<file path="src/rtl/cfu_simd_mac_pkg.sv">
// cfu_simd_mac_pkg: shared widths, funct3 opcode constants and FSM encoding
// for the packed-SIMD multiply-accumulate custom function unit.
package cfu_simd_mac_pkg;

  localparam int ACC_W = 32;
  localparam int OFF_W = 9;

  localparam logic [2:0] OP_XOR    = 3'd0;
  localparam logic [2:0] OP_MAC    = 3'd1;
  localparam logic [2:0] OP_READ   = 3'd2;
  localparam logic [2:0] OP_WRITE  = 3'd3;
  localparam logic [2:0] OP_SETOFF = 3'd4;

  typedef enum logic [1:0] {
    IDLE = 2'd0,
    EXEC = 2'd1,
    RESP = 2'd2
  } state_e;

endpackage

</file>
<file path="src/rtl/cfu_simd_mac_dot.sv">
// cfu_simd_dot: signed SIMD dot product (A lanes plus offset, times B lanes),
// followed by STAGES register stages (0 = purely combinational).
module cfu_simd_dot
  import cfu_simd_mac_pkg::*;
#(
  parameter int LANES  = 4,
  parameter int LANE_W = 8,
  parameter int STAGES = 1
) (
  input  logic                    clk,
  input  logic [ACC_W-1:0]        a_i,
  input  logic [ACC_W-1:0]        b_i,
  input  logic signed [OFF_W-1:0] off_i,
  output logic [ACC_W-1:0]        dot_o
);

  localparam int OPA_W  = LANE_W + 2;
  localparam int PROD_W = 2 * LANE_W + 2;
  localparam int SUM_W  = PROD_W + $clog2(LANES);

  logic signed [PROD_W-1:0] prod [LANES];
  logic signed [SUM_W-1:0]  sum;

  for (genvar i = 0; i < LANES; i++) begin : g_lane
    logic signed [OPA_W-1:0]  opa;
    logic signed [LANE_W-1:0] opb;
    assign opa     = OPA_W'($signed(a_i[i*LANE_W +: LANE_W])) + OPA_W'(off_i);
    assign opb     = $signed(b_i[i*LANE_W +: LANE_W]);
    assign prod[i] = PROD_W'(opa) * PROD_W'(opb);
  end

  // NOTE: assign every always_comb output a default before any branch or loop so no latch is inferred.
  always_comb begin
    sum = '0;
    for (int i = 0; i < LANES; i++) begin
      sum = sum + SUM_W'(prod[i]);
    end
  end

  if (STAGES == 0) begin : g_comb
    assign dot_o = ACC_W'(sum);
  end else begin : g_pipe
    logic [ACC_W-1:0] pipe_q [STAGES];

    // NOTE: pure datapath stages carry no reset; the FSM never consumes them before they refill.
    // NOTE: non-blocking assignments let every stage sample the previous stage's old value.
    always_ff @(posedge clk) begin
      pipe_q[0] <= ACC_W'(sum);
      for (int s = 1; s < STAGES; s++) begin
        pipe_q[s] <= pipe_q[s-1];
      end
    end

    assign dot_o = pipe_q[STAGES-1];
  end

endmodule

</file>
<file path="src/rtl/cfu_simd_mac.sv">
// cfu_simd_mac: multi-cycle packed-SIMD signed MAC / XOR / accumulator CFU with
// valid-ready cmd and rsp channels. Define CFU_INPUT_OFFSET_EN for the SETOFF register.
module cfu_simd_mac
  import cfu_simd_mac_pkg::*;
#(
  parameter int LANES   = 4,   // LANES * LANE_W must equal 32
  parameter int LANE_W  = 8,
  parameter int MAC_LAT = 2    // >= 1
) (
  input  logic        clk,
  input  logic        reset,
  input  logic        cmd_valid,
  output logic        cmd_ready,
  input  logic [9:0]  cmd_payload_function_id,
  input  logic [31:0] cmd_payload_inputs_0,
  input  logic [31:0] cmd_payload_inputs_1,
  output logic        rsp_valid,
  input  logic        rsp_ready,
  output logic [31:0] rsp_payload_outputs_0
);

  localparam int               CNT_W    = (MAC_LAT > 1) ? $clog2(MAC_LAT) : 1;
  localparam logic [CNT_W-1:0] CNT_LAST = CNT_W'(MAC_LAT - 1);

  state_e                  state_q, state_d;
  logic [CNT_W-1:0]        cnt_q, cnt_d;
  logic [2:0]              op_q, op_d;
  logic [ACC_W-1:0]        a_q, a_d, b_q, b_d;
  logic [ACC_W-1:0]        acc_q, acc_d, out_q, out_d;
  logic [ACC_W-1:0]        dot;
  logic signed [OFF_W-1:0] off;
  logic                    exec_done;
  logic                    unused_funct7;

  assign unused_funct7 = ^cmd_payload_function_id[9:3];

`ifdef CFU_INPUT_OFFSET_EN
  logic signed [OFF_W-1:0] off_q, off_d;

  always_ff @(posedge clk or negedge reset) begin
    if (!reset) off_q <= '0;
    else        off_q <= off_d;
  end

  assign off = off_q;
`else
  assign off = '0;
`endif

  cfu_simd_dot #(
    .LANES (LANES),
    .LANE_W(LANE_W),
    .STAGES(MAC_LAT - 1)
  ) u_dot (
    .clk  (clk),
    .a_i  (a_q),
    .b_i  (b_q),
    .off_i(off),
    .dot_o(dot)
  );

  // Gating with reset keeps the unit from advertising readiness while held in reset.
  assign cmd_ready             = (state_q == IDLE) && reset;
  assign rsp_valid             = (state_q == RESP);
  assign rsp_payload_outputs_0 = out_q;
  assign exec_done             = (op_q == OP_MAC) ? (cnt_q == CNT_LAST) : 1'b1;

  always_comb begin
    state_d = state_q;
    cnt_d   = cnt_q;
    op_d    = op_q;
    a_d     = a_q;
    b_d     = b_q;
    acc_d   = acc_q;
    out_d   = out_q;
`ifdef CFU_INPUT_OFFSET_EN
    off_d   = off_q;
`endif
    case (state_q)
      IDLE: begin
        if (cmd_valid && cmd_ready) begin
          state_d = EXEC;
          cnt_d   = '0;
          op_d    = cmd_payload_function_id[2:0];
          a_d     = cmd_payload_inputs_0;
          b_d     = cmd_payload_inputs_1;
        end
      end
      EXEC: begin
        if (exec_done) begin
          state_d = RESP;
          case (op_q)
            OP_XOR:   out_d = a_q ^ b_q;
            OP_MAC: begin
              acc_d = acc_q + dot;
              out_d = acc_q + dot;
            end
            OP_READ:  out_d = acc_q;
            OP_WRITE: begin
              acc_d = a_q;
              out_d = acc_q;
            end
`ifdef CFU_INPUT_OFFSET_EN
            OP_SETOFF: begin
              off_d = a_q[OFF_W-1:0];
              out_d = ACC_W'(off_q);
            end
`endif
            default:  out_d = '0;
          endcase
        end else begin
          cnt_d = cnt_q + 1'b1;
        end
      end
      RESP: begin
        if (rsp_ready) state_d = IDLE;
      end
      default: state_d = IDLE;
    endcase
  end

  always_ff @(posedge clk or negedge reset) begin
    if (!reset) begin
      state_q <= IDLE;
      cnt_q   <= '0;
      op_q    <= '0;
      a_q     <= '0;
      b_q     <= '0;
      acc_q   <= '0;
      out_q   <= '0;
    end else begin
      state_q <= state_d;
      cnt_q   <= cnt_d;
      op_q    <= op_d;
      a_q     <= a_d;
      b_q     <= b_d;
      acc_q   <= acc_d;
      out_q   <= out_d;
    end
  end

endmodule

</file>
<file path="config.mk">
export PLATFORM = sky130hd
export DESIGN_NAME = cfu_simd_mac
export DESIGN_NICKNAME = d
export VERILOG_FILES = /design/src/rtl/cfu_simd_mac_pkg.sv /design/src/rtl/cfu_simd_mac_dot.sv /design/src/rtl/cfu_simd_mac.sv
export SDC_FILE = /design/constraint.sdc
export NUM_CORES = 1
export LEC_CHECK = 0
export CAP_MARGIN = 25
export CELL_PAD_IN_SITES_DETAIL_PLACEMENT = 1
export CELL_PAD_IN_SITES_GLOBAL_PLACEMENT = 2
export CORE_UTILIZATION = 37
export DETAILED_ROUTE_END_ITERATION = 10
export GPL_TIMING_DRIVEN = 1
export MAX_ROUTING_LAYER = met4
export PLACE_DENSITY_LB_ADDON = 0.1
export SLEW_MARGIN = 20
export SYNTH_ARGS = -nofsm -noshare
export SYNTH_HDL_FRONTEND = slang
export SYNTH_SLANG_ARGS = --single-unit
</file>
<file path="constraint.sdc">
create_clock -name clk -period 10.2 [get_ports clk]
set_input_delay 1.02 -clock clk [delete_from_list [all_inputs] [get_ports clk]]
set_output_delay 1.02 -clock clk [all_outputs]
set_load 0.01 [all_outputs]
</file>
==> metrics <==
status=finished clean; Crit path top cell by count=fa_1; GR Overflow Total=0; fin nets=2772; slowest stage delay, CP=580 ps; initial antenna violation count=6; library cells used by synthesis=76; DRC viols=0; Mapped Cells=2028; Yosys reg bits=154; routed len/inst=21.7 um; ANT nets after route=0; Net Count, Synth=2608; CTS H-Tree Depth=4; Post-synth EDFFs=0; Crit. End Element=flop; number of port buffers=104; Peak Freq=0.101 GHz; routability cong.=0.885; kind of critical path=flop to flop; share of cells above drive strength 1=12.1%; worst reg2reg path endpoint=u_dot.g_pipe.pipe_q[0][30]$_DFF_P_; ys async rst share=87.0%; cell family with most CP delay=adder cells; Via Count=14500; Min-Delay Path Class=input port to asynchronous set/reset pin; Antenna Cells=0; vias per std cell=5.00; GRT Resource Usage Total=25.2%; post-route cell area=0.0232 mm^2; WL final=62700 um; Mapped Area=0.0200 mm^2; Max Slew Vio Count=0; crit path max-delay cell type=fa_1; CP Data Required Time=10610 ps; Clock Pin Slew Worst Setup and Hold Paths=70 ps; vias in the first global route=16200; buffer and inverter count on the worst path=9; starting density of the core=37.7%; FF-to-FF setup slack=300 ps; worst-margin pin slew=991 ps; area grow syn2layout=16.3%; Max Buffers Root-to-Sink=2; FF-to-FF path depth=38; Post-DP Area=0.0223 mm^2; final cycle utilization of the critical path=97.1%; largest net degree at the start of global routing=96; crit start category=flop; leading post-synthesis cells by cell area=fa_1 32%, dfrtp_1 17%, ha_1 11%, inv_1 7.9%, and2_1 3.6%; top-level I/O count=112; Core Footprint=0.0530 mm^2; hpwl dp=52300 um; fin util=43.8%; die height=234 um; Clk Latency, worst-skew pair=510 ps; drt pass-1 iters=4; sequential area share after synthesis=18.8%; Die Width=234 um; Synth top area share=32.3%; max cap viols=0; # setup viols final=0; TritonCTS buffer count=17; global-route wire length before repair=97900 um; cell taking the most area after synthesis=fa_1; Post-synth top flop=dfrtp_1; crit path DAT=10310 ps; syn avg cell area=9.85 um^2; Ys Warns=0; clk_skew=21.1 ps; slew margin rel.=33.8%; Hold Vio Cnt, Final=0; drt initial violations=613; commonest non-fill, non-tap cell in the layout=inv_1; CTS tree=built; most frequent cells in the layout=411 x inv_1, 317 x fa_1, 180 x nand2_1, 169 x ha_1, 127 x dfrtp_1; Die Area=0.0549 mm^2; Critical R2R Launch=b_q[5]$_DFFE_PN0P_; Clock Root Buffer=clkbuf_16; worst-path fanout max=3; post-route minimum period=9900 ps; count of hold-fix buffers inserted at cts=0; Sink Count=154; row cnt=84
==> metal layers <==
layer,share of wire (%),GRT usage (%),vias to the layer above
li1,-,-,6696
met1,49,35.2,7515
met2,46,38.2,215
met3,3.9,4.18,52
met4,1.8,6.13,0
met5,0,-,-
==> cells by family (layout without fill, tap and decap cells) <==
group	Yosys count	count (layout)	share of synthesized area, %
buffers and inverters	475	652	9.22
DFF	154	154	18.8
xor gates and xnor gates	71	71	3.18
and+or+nand+nor	475	475	11.9
AOI/OAI and AO/OA	250	250	7.95
muxes	101	101	5.44
adders and majority gates	502	502	43.5
==> worst max path at each step <==
| stage | from | to | slack [ps] | depth (start not counted) |
|---|---|---|---|---|
| 2_1_floorplan | a_q[15]$_DFFE_PN0P_ | u_dot.g_pipe.pipe_q[0][30]$_DFF_P_ | 670 | 34 |
| 3_3_place_gp | b_q[2]$_DFFE_PN0P_ | u_dot.g_pipe.pipe_q[0][17]$_DFF_P_ | -4 | 39 |
| 3_5_place_dp | b_q[2]$_DFFE_PN0P_ | u_dot.g_pipe.pipe_q[0][30]$_DFF_P_ | -80 | 39 |
| 4_1_cts | b_q[2]$_DFFE_PN0P_ | u_dot.g_pipe.pipe_q[0][30]$_DFF_P_ | 20 | 39 |
| 5_1_grt | b_q[5]$_DFFE_PN0P_ | u_dot.g_pipe.pipe_q[0][18]$_DFF_P_ | -50 | 36 |
| 6_report | b_q[5]$_DFFE_PN0P_ | u_dot.g_pipe.pipe_q[0][30]$_DFF_P_ | 300 | 38 |
==> cells in the mapped netlist (4+ instances only) <==
library cell,n
a211oi_1,9
a21boi_0,5
a21o_1,17
a21oi_1,64
a22o_1,5
a31oi_1,8
and2_1,114
and3_1,8
clkbuf_1,43
clkbuf_8,5
dfrtp_1,134
dfxtp_1,20
fa_1,322
ha_1,180
inv_1,423
mux2_2,61
mux2i_1,40
nand2_1,182
nand2b_1,22
nand3_1,26
nand4_1,4
nor2_1,58
nor2b_1,21
nor3_1,16
nor3b_1,6
o211ai_1,5
o21a_1,4
o21ai_0,78
o21ai_1,4
o21bai_1,6
o31ai_1,12
o41ai_1,4
or3_1,4
xnor2_1,48
xor2_1,22
==> state kept, by name, indices dropped and copies added, names as in the netlist <==
signal	flops
state_q	2
cnt_q	1
b_q	32
rsp_payload_outputs_0	32
op_q	3
a_q	32
u_dot.g_pipe.pipe_q	20
acc_q	32
==> layout make-up <==
| cell class | instances | area, um^2 |
|---|---|---|
| Fill cell | 5987 | 29700 |
| Multi-Input combinational cell | 1399 | 14700 |
| Sequential cell | 154 | 3760 |
| Timing Repair Buffer | 197 | 1800 |
| Inverter | 423 | 1590 |
| Tap cell | 688 | 861 |
| Clock buffer | 19 | 454 |
| Clock inverter | 13 | 115 |
==> repair_timing <==
| item | 4_1_cts | 5_1_grt |
|---|---|---|
| pin swaps | 1 | 55 |
| gates resized for setup | 7 | 66 |
| buffers inserted | 0 | 6 |
| setup endpoints to repair | 4 | 9 |
| endpoints found under the hold margin | 0 | 0 |
==> through the flow <==
stage,hold WS [ps],setup WS [ps],TNS (ps),std cells
final,443,300,0,2893
after floorplan,473,675,0,2028
after global placement,463,-4.44,-4.44,2856
after CTS,443,20.6,0,2889
after global routing,455,-47.5,-121,2893
after detailed placement,469,-81.2,-137,2857
Power is left out: the tool's default activity adds up to more than one toggle a clock period on the data nets, which glitch-free logic cannot reach.
